[config.mk]
export PLATFORM = sky130hd
export DESIGN_NAME = ita_mask_unit
export DESIGN_NICKNAME = d
export VERILOG_FILES = /design/src/rtl/ita_mask_unit.sv
export SDC_FILE = /design/constraint.sdc
export NUM_CORES = 1
export LEC_CHECK = 0
export CAP_MARGIN = 10
export CORE_UTILIZATION = 45
export CTS_BUF_LIST = sky130_fd_sc_hd__clkbuf_4 sky130_fd_sc_hd__clkbuf_8
export DETAILED_ROUTE_END_ITERATION = 10
export GPL_TIMING_DRIVEN = 0
export MAX_ROUTING_LAYER = met4
export PLACE_DENSITY_LB_ADDON = 0.3
export SLEW_MARGIN = 20
export SYNTH_ARGS = -nofsm -noshare
export SYNTH_HDL_FRONTEND = slang
export SYNTH_SLANG_ARGS = --single-unit
[constraint.sdc]
create_clock -name clk_i -period 10.8 [get_ports clk_i]
set_clock_uncertainty 0.2 [all_clocks]
set_input_delay 2.16 -clock clk_i [delete_from_list [all_inputs] [get_ports clk_i]]
set_output_delay 2.16 -clock clk_i [all_outputs]
set_load 0.02 [all_outputs]
[src/rtl/ita_mask_unit.sv]
// ita_mask_unit: tiled attention-mask beat generator with ready/valid output
module ita_mask_unit #(
  parameter int N = 16,
  parameter int M = 64,
  parameter int WI = 16
) (
  input  logic          clk_i,
  input  logic          rst_i,
  input  logic          start_i,
  input  logic          abort_i,
  input  logic [2:0]    mode_i,
  input  logic [WI-1:0] offset_i,
  input  logic [3:0]    stride_log2_i,
  input  logic [WI-1:0] tile_s_i,
  input  logic [WI-1:0] tile_r_i,
  output logic          valid_o,
  input  logic          ready_i,
  output logic [N-1:0]  mask_o,
  output logic [WI-1:0] row_o,
  output logic [WI-1:0] col_o,
  output logic          busy_o,
  output logic          done_o
);
  localparam int BEATS = M * M / N;
  localparam int BW = $clog2(BEATS);
  localparam int MW = $clog2(M);
  localparam int NW = $clog2(N);
  typedef enum logic [1:0] {IDLE, RUN, DRAIN} state_t;
  state_t state;
  logic [2:0] mode;
  logic [WI-1:0] offset, ts, tr, tx, ty, ntx, nty, nrow, ncol, m_off, m_row, m_col;
  logic [3:0] stride, m_sl;
  logic [2:0] m_mode;
  logic [BW-1:0] b, nb;
  logic [N-1:0] nmask;
  logic go, wrap, tx_end, nlast;
  function automatic logic [N-1:0] mask_f(input logic [2:0] md, input logic [WI-1:0] o,
                                          input logic [3:0] sl, input logic [WI-1:0] rw,
                                          input logic [WI-1:0] cl);
    logic signed [WI+1:0] r, w, c, d;
    logic [WI+1:0] sm;
    logic st, win;
    logic [N-1:0] m;
    r = $signed({2'b00, rw});
    w = $signed({2'b00, o});
    sm = ~({(WI+2){1'b1}} << sl);
    m = '0;
    for (int i = 0; i < N; i++) begin
      c = $signed({2'b00, cl}) + (WI+2)'(i);
      d = c - r;
      st = (d & sm) != '0;
      win = (c > r - w) && (c < r + w);
      m[i] = md == 3'd1 ? c > r + w :
             md == 3'd2 ? c < r - w :
             md == 3'd3 ? st :
             md == 3'd4 ? st || c < r :
             md == 3'd5 ? st || c > r :
             md == 3'd6 ? !win :
             md == 3'd7 ? st && !win : 1'b0;
    end
    return m;
  endfunction
  always_comb begin
    go = state == IDLE && start_i;
    wrap = b == BW'(BEATS - 1);
    tx_end = tx == ts - 1'b1;
    nb = b + 1'b1;
    ntx = wrap ? (tx_end ? '0 : tx + 1'b1) : tx;
    nty = wrap && tx_end ? ty + 1'b1 : ty;
    nlast = nb == BW'(BEATS - 1) && ntx == ts - 1'b1 && nty == tr - 1'b1;
    nrow = (nty << MW) + WI'(nb & BW'(M - 1));
    ncol = (ntx << MW) + (WI'(nb >> MW) << NW);
    m_mode = go ? mode_i : mode;
    m_off = go ? offset_i : offset;
    m_sl = go ? stride_log2_i : stride;
    m_row = go ? '0 : nrow;
    m_col = go ? '0 : ncol;
    nmask = mask_f(m_mode, m_off, m_sl, m_row, m_col);
  end
  always_ff @(posedge clk_i) begin
    if (rst_i) begin
      state <= IDLE;
      valid_o <= 1'b0;
      mask_o <= '0;
      row_o <= '0;
      col_o <= '0;
      busy_o <= 1'b0;
      done_o <= 1'b0;
      b <= '0;
      tx <= '0;
      ty <= '0;
      mode <= '0;
      offset <= '0;
      stride <= '0;
      ts <= '0;
      tr <= '0;
    end else if (abort_i) begin
      state <= IDLE;
      valid_o <= 1'b0;
      busy_o <= 1'b0;
      done_o <= 1'b0;
      b <= '0;
      tx <= '0;
      ty <= '0;
    end else begin
      done_o <= 1'b0;
      if (go) begin
        mode <= mode_i;
        offset <= offset_i;
        stride <= stride_log2_i;
        ts <= tile_s_i;
        tr <= tile_r_i;
        b <= '0;
        tx <= '0;
        ty <= '0;
        if (tile_s_i == '0 || tile_r_i == '0) begin
          done_o <= 1'b1;
        end else begin
          state <= RUN;
          valid_o <= 1'b1;
          busy_o <= 1'b1;
          mask_o <= nmask;
          row_o <= '0;
          col_o <= '0;
        end
      end else if (valid_o && ready_i) begin
        if (state == DRAIN) begin
          state <= IDLE;
          valid_o <= 1'b0;
          busy_o <= 1'b0;
          done_o <= 1'b1;
          b <= '0;
          tx <= '0;
          ty <= '0;
        end else begin
          state <= nlast ? DRAIN : RUN;
          b <= nb;
          tx <= ntx;
          ty <= nty;
          mask_o <= nmask;
          row_o <= nrow;
          col_o <= ncol;
        end
      end
    end
  end
endmodule

==> impl_results.md <==
* Netlist cell types at 96
* First-pass GRT wire length at 132000 um
* Gr usage total at 45.1%
* Compound-Gate Fraction of Synth Area at 30.0%
* Peak Freq at 97.0 MHz
* Worst vdd ir at 0.0907 mV
* Ports at 111
* Share of cells above drive strength 1 at 4.38%
* Worst R2R Start: ts[2]
* CTS tree: yes
* Crit. Startpoint: start_i
* Adder-cell area share of the yosys netlist at 6.94%
* Period Utilization, post-route at 95.5%
* Routed wire per std cell at 27.6 um
* Clk Latency, worst-skew pair at 0.57 ns
* Critical path class: input port to register
* Die height at 200 um
* Die ar. at 40200 um2
* Routed wire length at 90500 um
* Number of synthesized flops with an enable pin at 0
* Clock sinks at 143
* Hold Crit Start: offset[6]
* # DRC at 0
* Post-synthesis xor/xnor area fraction at 13.0%
* Ys Warns at 0
* Vias in the first global route at 20500
* Final Hold Viols at 0
* Initial antenna violation count at 1
* # rows at 72
* Post-CTS Hold Buffers at 0
* IO Port Bufs at 106
* Worst min-delay path class: register to register
* Unrepaired setup endpoints after global routing: false
* Drt via density at 6.76
* Finished Core Util at 51.6%
* First-pass DRT Iterations at 7
* Mux cell area share after synthesis at 2.32%
* Total of max-cap violations at 0
* Htree depth at 4
* Startpoint class of the critical path: input port
* Simple-gate share of the synthesized area at 25.8%
* Gpl congestion at 1.19
* Die Wd at 200 um
* TritonCTS Buffers at 17
* Commonest non-fill, non-tap cell in the layout: nand2_1
* Critical Path Most Common Cell: a21oi_1
* Max FO, Critical Path at 16
* Critical Path Max Stage Delay at 0.82 ns
* CTS root buf: clkbuf_8
* Relative slew slack at 16.3%
* Power Density at 78.5 nW/um2
* Starting density of the core at 45.7%
* Worst endpoint data arrival time at 10.53 ns
* Leak Pwr at 7.34 nW
* Cell Area, Synth at 17700 um2
* Outcome: completed
* Clock buffer depth at 2
* Area Overhead vs Synth at 12.8%
* Largest family of logic cells by synthesized area: compound AO/OA/AOI/OAI gates
* Iteration-0 DRC Markers at 3191
* Endpoints failing setup at 0
* Synth Register Bits at 143
* Fraction of registers with async set/reset at 0%
* Fin crit period at 10.31 ns
* Vias at 22200
* Worst-Margin Slew at 1.25 ns
* Post-synthesis sequential area ratio at 16.2%
* CP max-delay cell: clkbuf_1
* Top_reg_cell synth: dfxtp_1
* Commonest cells after routing, fill and taps aside: nand2_1, a21oi_1, nor2_1
* Post-route ant nets at 0
* Grt ovf at 0
* WHS at 0.257 ns
* Nature of the critical path endpoint: register
* Final Net Count at 2903
* Slew Viols, Final at 0
* Largest net degree at the start of global routing at 20
* DP HPWL at 72100 um
* Clock-pin slew on the worst setup and hold paths at 0.08 ns
* CP required at 11.02 ns
* Mean area per synthesized cell at 6.77 um2
* Core Region at 38700 um2
* Syn Inst Count at 2616
## area by class of cell
| type | count | area, um2 |
|---|---|---|
| Sequential cell | 143 | 2860 |
| Buffer | 170 | 696 |
| Fill cell | 3933 | 18800 |
| Clock inverter | 14 | 181 |
| Multi-Input combinational cell | 2220 | 13900 |
| Timing Repair Buffer | 112 | 1100 |
| Clock buffer | 18 | 241 |
| Tap cell | 518 | 648 |
| Antenna cell | 1 | 2.50 |
| Inverter | 84 | 322 |
## cell families (layout without fill, tap and decap cells)
group | after synthesis | in the layout
simple gates | 978 | 978
compound gates | 840 | 840
xor+xnor | 262 | 262
buf+inv | 256 | 398
flops | 143 | 143
fa+ha+maj | 96 | 96
mux | 40 | 40
other cells | 1 | 5
## registers in the layout, summed over array words and instances, names as in the netlist, 3 cells and up
name and flops:
col_o 12, tx 16, row_o 16, ty 16, ts 16, mode 3
tr 16, mask_o 16, offset 16, stride 4, b 8
## stage by stage
stage               TNS [ns]  power (W)  area, um2  std cells  setup slack, ns
floorplan                  0   0.000886      17700       2619             1.81
global placement      -12.34    0.00106      19400       3243            -1.09
detailed placement    -10.89    0.00107      19500       3246            -1.07
CTS                        0    0.00155      19900       3277            0.109
global route               0    0.00162      20000       3280          0.00239
finish                     0    0.00157      20000       3280            0.487
## metal layers
layer  share of wire (%)  global-route usage (%)  vias up
li1                    -                       -     9701
met1                  39                    55.4    10500
met2                  42                    65.4     1588
met3                  13                    13.0      373
met4                 6.7                    26.2        0
met5                   0                       -        -
## power by group
part | leakage [nW] | internal (W) | switching, W
Sequential | 1.16 | 0.000541 | 0.0000125
Clock | 0.212 | 0.000234 | 0.000251
Combinational | 5.97 | 0.000177 | 0.000352
Total | 7.34 | 0.000953 | 0.000615
## synth_stat cells, types with 16 or more instances
cell      instances  area [um2]
mux2i_1          32         320
nor4_1           40         250
a211oi_1         26         195
or3_1            19         119
nor2_1          228         856
nand4_1          28         175
a21o_1           40         300
o22ai_1          24         150
a22oi_1          20         150
nand3_1          64         320
o21ai_0         167         836
and3_1           28         175
o21a_1           16         120
ha_1             91        1140
a31oi_1          36         225
o221ai_1         19         166
o211ai_1         21         158
dfxtp_1         143        2860
clkbuf_1        136         510
inv_1            79         297
buf_1            16        60.1
xnor2_1         188        1650
a21oi_1         303        1520
a221oi_1         20         175
nor3_1           73         365
nand2_1         381        1430
xor2_1           73         639
nand2b_1         21         131
## worst max-delay path, delay by kind of cell
family / cells / cell delay (ns)
AND/OR/NAND/NOR: 12 / 2.55
buffers and inverters: 5 / 2.29
AO/OA/AOI/OAI: 15 / 2.87
adder cells (fa/ha/maj): 2 / 0.63
## what timing repair did
| item | in CTS | in global routing |
|---|---|---|
| endpoints found under the setup margin | 10 | 12 |
| gates resized for setup | 4 | 8 |
| setup buffers | 0 | 3 |
| pin swaps | 0 | 0 |
## path summary, 6_finish.rpt
path,end,slack [ns],cells past startpoint
max,mask_o[10],0.49,34
min,offset[6],0.26,2
max reg2reg,mask_o[10],0.60,36
min reg2reg,offset[6],0.26,2
(Power assumes the default switching activity.)
